[config.mk]
export PLATFORM = sky130hd
export DESIGN_NAME = mmap_arbiter_flat
export DESIGN_NICKNAME = d
export VERILOG_FILES = /design/src/rtl/base.sv /design/src/rtl/mmap_region.sv /design/src/rtl/fault_latch.sv /design/src/rtl/mmap_arbiter.sv /design/src/flat_wrapper.sv
export SDC_FILE = /design/constraint.sdc
export NUM_CORES = 1
export LEC_CHECK = 0
export ABC_AREA = 1
export BUFFER_PORTS_ARGS = -buffer_cell sky130_fd_sc_hd__buf_4
export CAP_MARGIN = 30
export CORE_MARGIN = 4
export CORE_UTILIZATION = 49
export CTS_CLUSTER_DIAMETER = 40
export DETAILED_ROUTE_END_ITERATION = 10
export GPL_ROUTABILITY_DRIVEN = 1
export PLACE_DENSITY_LB_ADDON = 0.15
export SLEW_MARGIN = 0
export SYNTH_ARGS = -nofsm -noshare
export SYNTH_HDL_FRONTEND = slang
export SYNTH_SLANG_ARGS = --single-unit
[constraint.sdc]
create_clock -name clk -period 3.6 [get_ports clk]
set_clock_uncertainty 0.15 [all_clocks]
set_input_delay 0.54 -clock clk [delete_from_list [all_inputs] [get_ports clk]]
set_output_delay 0.54 -clock clk [all_outputs]
set_load 0.01 [all_outputs]
[src/rtl/base.sv]
// Shared types and constants for the CPU-side memory-map path.
package base;

  typedef enum logic {
    FETCH = 1'b0,
    DATA  = 1'b1
  } grant_e;

  typedef logic [1:0] arb_state_e;
  localparam arb_state_e IDLE   = 2'd0;
  localparam arb_state_e ACCESS = 2'd1;
  localparam arb_state_e RESP   = 2'd2;

  localparam logic [2:0] FAULT_EXEC  = 3'b100;
  localparam logic [2:0] FAULT_READ  = 3'b010;
  localparam logic [2:0] FAULT_WRITE = 3'b001;

endpackage

[src/rtl/mmap_region.sv]
// Bus between the CPU-side arbiter and a memory-map region decoder.
interface mmap_region #(
  parameter int unsigned ADDR_W = 22
);
  logic              request_exec;
  logic              rw_request;
  logic              is_write;
  logic [ADDR_W-1:0] addr;
  logic [31:0]       write_word;
  logic [31:0]       exec_word;
  logic [31:0]       read_word;
  logic              word_level_io;
  logic              fault_exec;
  logic              fault_read;
  logic              fault_write;
  logic              fault_einval;

  modport CPU (
    output request_exec, rw_request, is_write, addr, write_word,
    input  exec_word, read_word, word_level_io,
    input  fault_exec, fault_read, fault_write, fault_einval
  );

  modport REGION (
    input  request_exec, rw_request, is_write, addr, write_word,
    output exec_word, read_word, word_level_io,
    output fault_exec, fault_read, fault_write, fault_einval
  );
endinterface

[src/rtl/fault_latch.sv]
// First-fault-wins cause/address latch; a capture coinciding with a clear is kept.
module fault_latch #(
  parameter int unsigned ADDR_W = 22
) (
  input  logic              clk,
  input  logic              rst,
  input  logic              capture,
  input  logic              clear,
  input  logic [2:0]        new_cause,
  input  logic [ADDR_W-1:0] new_addr,
  output logic              pending,
  output logic [2:0]        cause,
  output logic [ADDR_W-1:0] addr
);

  logic              pending_q;
  logic [2:0]        cause_q;
  logic [ADDR_W-1:0] addr_q;

  always_ff @(posedge clk) begin
    if (rst) begin
      pending_q <= 1'b0;
      cause_q   <= '0;
      addr_q    <= '0;
    end else if (capture && (!pending_q || clear)) begin
      pending_q <= 1'b1;
      cause_q   <= new_cause;
      addr_q    <= new_addr;
    end else if (clear) begin
      pending_q <= 1'b0;
      cause_q   <= '0;
      addr_q    <= '0;
    end
  end

  assign pending = pending_q;
  assign cause   = cause_q;
  assign addr    = addr_q;

endmodule

[src/rtl/mmap_arbiter.sv]
// Round-robin arbiter between instruction fetch and load/store for one mmap_region bus.
module mmap_arbiter
  import base::*;
#(
  parameter int unsigned ADDR_W = 22
) (
  input  logic              clk,
  input  logic              rst,
  input  logic              fetch_req,
  input  logic [ADDR_W-1:0] fetch_addr,
  output logic              fetch_valid,
  output logic [31:0]       fetch_word,
  output logic              fetch_fault,
  input  logic              data_req,
  input  logic              data_we,
  input  logic [ADDR_W-1:0] data_addr,
  input  logic [31:0]       data_wdata,
  output logic              data_valid,
  output logic [31:0]       data_rdata,
  output logic              data_fault,
  output logic              fault_pending,
  output logic [2:0]        fault_cause,
  output logic [ADDR_W-1:0] fault_addr,
  input  logic              fault_clear,
  mmap_region.CPU           bus
);

  arb_state_e        state_q, state_d;
  grant_e            last_grant_q, op_port_q, grant_port;
  logic [ADDR_W-1:0] op_addr_q;
  logic              op_we_q;
  logic [31:0]       op_wdata_q;
  logic [31:0]       fetch_word_q, data_rdata_q;
  logic              fetch_fault_q, data_fault_q;
  logic              access_fault, capture;
  logic [2:0]        access_cause;
  logic              unused_word_level_io;

  assign unused_word_level_io = bus.word_level_io;

  // On a tie the port that lost last time wins.
  assign grant_port = (fetch_req && (!data_req || last_grant_q == DATA)) ? FETCH : DATA;

  always_comb begin
    state_d = state_q;
    case (state_q)
      IDLE:    if (fetch_req || data_req) state_d = ACCESS;
      ACCESS:  state_d = RESP;
      default: state_d = IDLE;
    endcase
  end

  always_comb begin
    bus.request_exec = 1'b0;
    bus.rw_request   = 1'b0;
    bus.is_write     = 1'b0;
    bus.addr         = '0;
    bus.write_word   = '0;
    if (state_q == ACCESS) begin
      bus.addr = op_addr_q;
      if (op_port_q == FETCH) begin
        bus.request_exec = 1'b1;
      end else begin
        bus.rw_request = 1'b1;
        bus.is_write   = op_we_q;
        bus.write_word = op_we_q ? op_wdata_q : '0;
      end
    end
  end

  // einval is exec-class for fetches and read-class for data accesses.
  always_comb begin
    if (op_port_q == FETCH) begin
      access_fault = bus.fault_exec | bus.fault_einval;
      access_cause = FAULT_EXEC;
    end else begin
      access_fault = bus.fault_read | bus.fault_write | bus.fault_einval;
      access_cause = (bus.fault_read | bus.fault_einval) ? FAULT_READ : FAULT_WRITE;
    end
  end

  assign capture = (state_q == ACCESS) && access_fault;

  always_ff @(posedge clk) begin
    if (rst) begin
      state_q       <= IDLE;
      last_grant_q  <= DATA;
      op_port_q     <= FETCH;
      op_addr_q     <= '0;
      op_we_q       <= 1'b0;
      op_wdata_q    <= '0;
      fetch_word_q  <= '0;
      fetch_fault_q <= 1'b0;
      data_rdata_q  <= '0;
      data_fault_q  <= 1'b0;
    end else begin
      state_q <= state_d;
      if (state_q == IDLE && (fetch_req || data_req)) begin
        op_port_q <= grant_port;
        if (grant_port == FETCH) begin
          op_addr_q  <= fetch_addr;
          op_we_q    <= 1'b0;
          op_wdata_q <= '0;
        end else begin
          op_addr_q  <= data_addr;
          op_we_q    <= data_we;
          op_wdata_q <= data_wdata;
        end
      end
      if (state_q == ACCESS) begin
        last_grant_q <= op_port_q;
        if (op_port_q == FETCH) begin
          fetch_word_q  <= bus.exec_word;
          fetch_fault_q <= access_fault;
        end else begin
          data_rdata_q <= (op_we_q || access_fault) ? '0 : bus.read_word;
          data_fault_q <= access_fault;
        end
      end
    end
  end

  assign fetch_valid = (state_q == RESP) && (op_port_q == FETCH);
  assign data_valid  = (state_q == RESP) && (op_port_q == DATA);
  assign fetch_word  = fetch_word_q;
  assign fetch_fault = fetch_fault_q;
  assign data_rdata  = data_rdata_q;
  assign data_fault  = data_fault_q;

  fault_latch #(
    .ADDR_W (ADDR_W)
  ) u_fault_latch (
    .clk       (clk),
    .rst       (rst),
    .capture   (capture),
    .clear     (fault_clear),
    .new_cause (access_cause),
    .new_addr  (op_addr_q),
    .pending   (fault_pending),
    .cause     (fault_cause),
    .addr      (fault_addr)
  );

endmodule

[src/flat_wrapper.sv]
// flat-port wrapper written by rule: the top's interface ports become plain ports
module mmap_arbiter_flat import base::*;
#(
  parameter int unsigned ADDR_W = 22
)
  (clk, rst, fetch_req, fetch_addr, fetch_valid, fetch_word, fetch_fault, data_req, data_we, data_addr, data_wdata, data_valid, data_rdata, data_fault, fault_pending, fault_cause, fault_addr, fault_clear, bus_request_exec, bus_rw_request, bus_is_write, bus_addr, bus_write_word, bus_exec_word, bus_read_word, bus_word_level_io, bus_fault_exec, bus_fault_read, bus_fault_write, bus_fault_einval);
  mmap_region #(.ADDR_W(ADDR_W)) bus_i ();
  input  logic clk;
  input  logic rst;
  input  logic fetch_req;
  input  logic [ADDR_W-1:0] fetch_addr;
  output logic fetch_valid;
  output logic [31:0] fetch_word;
  output logic fetch_fault;
  input  logic data_req;
  input  logic data_we;
  input  logic [ADDR_W-1:0] data_addr;
  input  logic [31:0] data_wdata;
  output logic data_valid;
  output logic [31:0] data_rdata;
  output logic data_fault;
  output logic fault_pending;
  output logic [2:0] fault_cause;
  output logic [ADDR_W-1:0] fault_addr;
  input  logic fault_clear;
  output wire logic [$bits(bus_i.request_exec)-1:0] bus_request_exec;
  output wire logic [$bits(bus_i.rw_request)-1:0] bus_rw_request;
  output wire logic [$bits(bus_i.is_write)-1:0] bus_is_write;
  output wire logic [$bits(bus_i.addr)-1:0] bus_addr;
  output wire logic [$bits(bus_i.write_word)-1:0] bus_write_word;
  input wire logic [$bits(bus_i.exec_word)-1:0] bus_exec_word;
  input wire logic [$bits(bus_i.read_word)-1:0] bus_read_word;
  input wire logic [$bits(bus_i.word_level_io)-1:0] bus_word_level_io;
  input wire logic [$bits(bus_i.fault_exec)-1:0] bus_fault_exec;
  input wire logic [$bits(bus_i.fault_read)-1:0] bus_fault_read;
  input wire logic [$bits(bus_i.fault_write)-1:0] bus_fault_write;
  input wire logic [$bits(bus_i.fault_einval)-1:0] bus_fault_einval;
  assign bus_request_exec = bus_i.request_exec;
  assign bus_rw_request = bus_i.rw_request;
  assign bus_is_write = bus_i.is_write;
  assign bus_addr = bus_i.addr;
  assign bus_write_word = bus_i.write_word;
  assign bus_i.exec_word = bus_exec_word;
  assign bus_i.read_word = bus_read_word;
  assign bus_i.word_level_io = bus_word_level_io;
  assign bus_i.fault_exec = bus_fault_exec;
  assign bus_i.fault_read = bus_fault_read;
  assign bus_i.fault_write = bus_fault_write;
  assign bus_i.fault_einval = bus_fault_einval;
  mmap_arbiter #(.ADDR_W(ADDR_W)) u_core (.clk(clk), .rst(rst), .fetch_req(fetch_req), .fetch_addr(fetch_addr), .fetch_valid(fetch_valid), .fetch_word(fetch_word), .fetch_fault(fetch_fault), .data_req(data_req), .data_we(data_we), .data_addr(data_addr), .data_wdata(data_wdata), .data_valid(data_valid), .data_rdata(data_rdata), .data_fault(data_fault), .fault_pending(fault_pending), .fault_cause(fault_cause), .fault_addr(fault_addr), .fault_clear(fault_clear), .bus(bus_i));
endmodule
# --- Yosys cells after proc, flatten, opt, wreduce, memory -nomap -nowiden ---
# Cells that the tools add are included.
word_totals:
  ff_bits: 151
  input_bits: 151
  output_inout_bits: 151
classes:
  n_eq_ne: 3
  mux: 26
  bitwise_logic: 5
  reduce_logical: 16
ops:
  columns: ["operator", "count"]
  rows:
  - ["$mux 32", 5]
  - ["$mux 22", 4]
  - ["$mux 1", 11]
  - ["$mux 3", 3]
  - ["$logic_and 1x1->1", 6]
  - ["$logic_or 1x1->1", 4]
  - ["$mux 2", 2]
  - ["$or 1x1->1", 4]
  - ["$pmux 2 s2", 1]
  - ["$reduce_and 2->1", 2]
  - ["$eq 2x1->1 const B", 1]
  - ["$eq 2x2->1 const B", 1]
  - ["$logic_not 1->1", 2]
  - ["$logic_not 2->1", 1]
  - ["$ne 2x2->1 const B", 1]
  - ["$reduce_bool 2->1", 1]
  - ["$not 1->1", 1]

# --- Logic depth before layout (Yosys ltp) ---
logic_depth:
  ltp_word: 6
  ltp_mapped: 8
  mapped_depth_nobuf: 7

# --- Cells and area by module ---
# From an unflattened synthesis, not the netlist that was laid out.
hier_totals:
  hier_cells: 873
  hier_area_um2: 6257.3
by_module_without_submodules:
  columns: ["mod", "n_inst", "cells_each", "area_each_um2"]
  rows:
  - ["mmap_arbiter", 1, 756, 5288.8]
  - ["fault_latch", 1, 117, 968.4]

# --- Worst setup path after synthesis ---
# No wires, ideal clock.
synth_path:
  kind: "register to output"
  from: "register u_core.state_q[0]"
  to: "output bus_write_word[22]"
  arrival_ps: 1236
  slack_ps: 1674
  path_stages_with_launch: 8
  path_cell_list: "dfxtp_1 -> inv_2 -> nor2_2 -> inv_2 -> nor2_4 -> nand2_1 -> clkbuf_1 -> nor2_1"
synth_between:
  elab_chain_len: 2
synth_rtl:
  columns: ["item", "line_no", "rtl"]
  rows:
  - ["start: declaration", "mmap_arbiter.sv:28", "arb_state_e state_q, state_d;"]
  - ["start signal: assignment", "mmap_arbiter.sv:97", "state_q <= state_d;"]
  - ["$eq 2x1->1", "mmap_arbiter.sv:59", "if (state_q == ACCESS) begin"]
  - ["$mux 32", "mmap_arbiter.sv:59", null]
  - ["end: declaration", "flat_wrapper.sv:30", "output wire logic [$bits(bus_i.write_word)-1:0] bus_write_word;"]
# No other way between the ends.

# --- Final worst setup path ---
layout_path:
  from: "register u_core.state_q[0]"
  to: "output bus_write_word[8]"
# The elaborated chain is that of the path after synthesis.

==> run summary <==
=====================================================================================
Share of the clock period used by the worst path after layout                  0.7656
Most frequent cells in the layout                                        sky130_fd_sc_hd__buf_4, sky130_fd_sc_hd__nand2_1, sky130_fd_sc_hd__dfxtp_1, sky130_fd_sc_hd__inv_1, sky130_fd_sc_hd__a21oi_1
Worst Min Path Start                                                     bus_read_word[15]
Fin Setup TNS                                                                    0 ps
Maximum number of pins on one net before global-route repair                       82
Netlist Area Pre-Place                                                       5949 µm²
Total core area                                                             11660 µm²
Maximum level of the CTS H-tree                                                     4
Worst setup startpoint                                                   u_core.state_q[0]$_SDFFE_PP0P_
First-pass iteration count of the detailed router                                   4
DRC violation count after routing                                                   0
CP cell instances                                                        inv_2, nor2_2, inv_2, nor2_4, nand2_1, buf_16, nor2_1, buf_4
Count of final max-slew check failures                                              0
X dimension of the die                                                       118.2 µm
Number of warnings issued by yosys                                                  0
Type of the worst min-delay path                                         input port to register
Area taken by flip-flops and latches                                         3023 µm²
Hold Fails Final Rpt                                                                0
Total routing resource utilization after global routing                        0.2642
Async set-or-reset flop fraction in the synthesized netlist                         0
Proportion of layout cells with a drive suffix above 1                         0.3230
Clock-pin slew on the worst setup and hold paths                                60 ps
Top_reg_cell synth                                                       sky130_fd_sc_hd__dfxtp_1
Average vias per placed instance                                                5.058
Largest delay contributor family on the critical path                    simple AND/OR/NAND/NOR gates
Worst vdd ir                                                                0.4102 mV
Final Total Pwr                                                               4286 µW
Chip Height                                                                  118.2 µm
Number of antenna cells inserted                                                    0
Power density over the cells                                             482.4 nW/µm²
Area of combinational cells with multiple inputs                             2317 µm²
Biggest cell delay along the critical path                                     360 ps
Max-Slew Margin vs Limit                                                       0.4165
Number of instances in the synthesized netlist                                    813
Root buffer cell                                                         sky130_fd_sc_hd__clkbuf_16
Clock tree from TritonCTS                                                         yes
Wirelength per Cell                                                          15.30 µm
Vias                                                                             6297
# Max-Cap Violations                                                                0
Setup repair after global routing missed its margin                                no
Count of endpoints failing setup in the final report                                0
Detailed Place HPWL                                                          13.06 mm
Port bufs                                                                         300
Required @ worst endpoint                                                     2910 ps
Buffers and inverters on the worst path                                             4
Number of enable flip-flop cells after synthesis                                    0
Remaining global-route overflow                                                     0
Number of inserted filler cells in the final layout                               912
Origin of the critical flop-to-flop path                                 u_core.state_q[0]$_SDFFE_PP0P_
Status                                                                      completed
Top fanout value on the critical path                                              32
Slowest-stage cell, CP                                                   sky130_fd_sc_hd__dfxtp_1
Type of the worst setup path                                             register to primary output
Area growth, synth to finish                                                   49.34%
Clock buffer count from CTS                                                        17
Startpoint class of the critical path                                        register
Timing-limited maximum frequency                                            362.8 MHz
Mapped Nets                                                                       964
Share of the yosys chip area belonging to registers                            0.5081
Post-place setup slack                                                       863.1 ps
Initial antenna violation count                                                     0
Most frequent standard cell in the layout excluding fill and tap cells   sky130_fd_sc_hd__buf_4
Die footprint                                                               13970 µm²
Yosys reg bits                                                                    151
# hold bufs at CTS                                                                  0
Data arrival, critical path                                                   2070 ps
Setup Fix Bufs, Post-CTS                                                            0
Average size of a mapped cell                                               7.318 µm²
Total clock sinks                                                                 151
Placement Rows                                                                     39
Buffer depth of the longest clock path                                              2
Number of different library cells in the post-synthesis netlist                    26
CP dominant cell by count                                                sky130_fd_sc_hd__inv_2
Total leakage power                                                       0.004036 µW
Global-route wire length before repair                                       30.17 mm
Antenna Nets Post-Route                                                             0
Gpl congestion                                                                 0.7969
Minimum clock period                                                          2756 ps
Vias in the first global route                                                   5997
Initial cell density of the core                                               0.5101
Clk_lat worst skew                                                             410 ps
Post-cts gate resize count                                                          0
Post-route setup slack                                                       843.8 ps
Net total in the final layout                                                    1240
I/O pin count                                                                     302
Routed wire length                                                           19.04 mm
Number of DRC markers in iteration 0                                              457
Crit end category                                                        primary output
Worst-Margin Slew                                                            875.2 ps
=====================================================================================
==> per-stage QoR <==
step | hold slack, ps | cells | util | cell area, µm²
after floorplan | 295.1 | 813 | - | 5949
after detailed placement | 298.2 | 1212 | 0.7046 | 8218
after CTS | 196.4 | 1244 | 0.7595 | 8857
after global placement | 289.1 | 1212 | 0.7046 | 8218
final | 205.4 | 1245 | 0.7618 | 8885
after global routing | 206.0 | 1245 | 0.7618 | 8885
==> final timing paths <==
check             cells after the start                                 end  slack, ps
hold / removal                        3  u_core.data_rdata[15]$_SDFFE_PP0P_        210
setup / recovery                      8                   bus_write_word[8]        840
setup reg to reg                      8  u_core.fetch_word[23]$_SDFFE_PP0P_       1270
hold reg to reg                       2   u_core.data_rdata[0]$_SDFFE_PP0P_        310
==> cell usage after synthesis (2+ instances only) <==
cell type                  instances  share of area
sky130_fd_sc_hd__nor2_4            3         0.0057
sky130_fd_sc_hd__buf_4             2         0.0025
sky130_fd_sc_hd__nor3_1            3         0.0025
sky130_fd_sc_hd__inv_1            92          0.058
sky130_fd_sc_hd__buf_2            10         0.0084
sky130_fd_sc_hd__nand4_1          25          0.026
sky130_fd_sc_hd__nor2_1           61          0.038
sky130_fd_sc_hd__inv_2             5         0.0032
sky130_fd_sc_hd__nand3_1          26          0.022
sky130_fd_sc_hd__clkbuf_1         38          0.024
sky130_fd_sc_hd__a31oi_1          22          0.023
sky130_fd_sc_hd__nand2_1         211           0.13
sky130_fd_sc_hd__a21oi_1          92          0.077
sky130_fd_sc_hd__clkinv_1          2         0.0013
sky130_fd_sc_hd__buf_1             2         0.0013
sky130_fd_sc_hd__dfxtp_1         151           0.51
sky130_fd_sc_hd__nand2_2           2         0.0021
sky130_fd_sc_hd__o21ai_1           7         0.0059
sky130_fd_sc_hd__o21ai_0          51          0.043
sky130_fd_sc_hd__buf_6             2         0.0038
==> report_power, final <==
part | internal [µW] | leakage, µW | total [µW] | switching (µW)
registers | 1760 | 0.00123 | 1820 | 57.1
clock network | 1190 | 0.000298 | 1910 | 717
logic | 252 | 0.00251 | 561 | 309
total | 3200 | 0.00404 | 4290 | 1080
==> cell families (layout without fill, tap and decap cells) <==
kind of cell,Yosys count,after routing,synth area share
compound gates,175,175,0.1533
simple gates,334,334,0.2362
flops,151,151,0.5081
buf+inv,153,442,0.1024
==> tightest hold or removal path, cell delays in order <==
cell and delay (ps):
sky130_fd_sc_hd__buf_4 70, sky130_fd_sc_hd__inv_1 30, sky130_fd_sc_hd__o21ai_1 100
==> state kept, by name, indices dropped and copies added (netlist names) <==
name / flops
u_core.last_grant_q: 1
u_core.op_port_q: 1
u_core.op_wdata_q: 32
u_core.op_we_q: 1
u_core.data_rdata: 32
u_core.fetch_word: 32
u_core.u_fault_latch.pending: 1
u_core.state_q: 2
u_core.data_fault: 1
u_core.u_fault_latch.addr: 22
u_core.fetch_fault: 1
u_core.u_fault_latch.cause: 3
u_core.op_addr_q: 22
==> final cells by class <==
cell class | count | share of cell area
tap | 143 | 0.02014
clock buffer | 19 | 0.04985
clock inverter | 13 | 0.02211
multi-input combinational | 509 | 0.2608
sequential | 151 | 0.3402
inverter | 99 | 0.04183
timing repair buffer | 311 | 0.2650
==> metal layers <==
| metal | GRT usage | vias up | wire length (µm) |
|---|---|---|---|
| li1 | - | 3157 | - |
| met1 | 0.2950 | 2869 | 7205 |
| met2 | 0.4623 | 243 | 9706 |
| met3 | 0.1003 | 28 | 1676 |
| met4 | 0.09011 | 0 | 455 |
| met5 | 0 | - | 0 |
(Power assumes the default switching activity.)
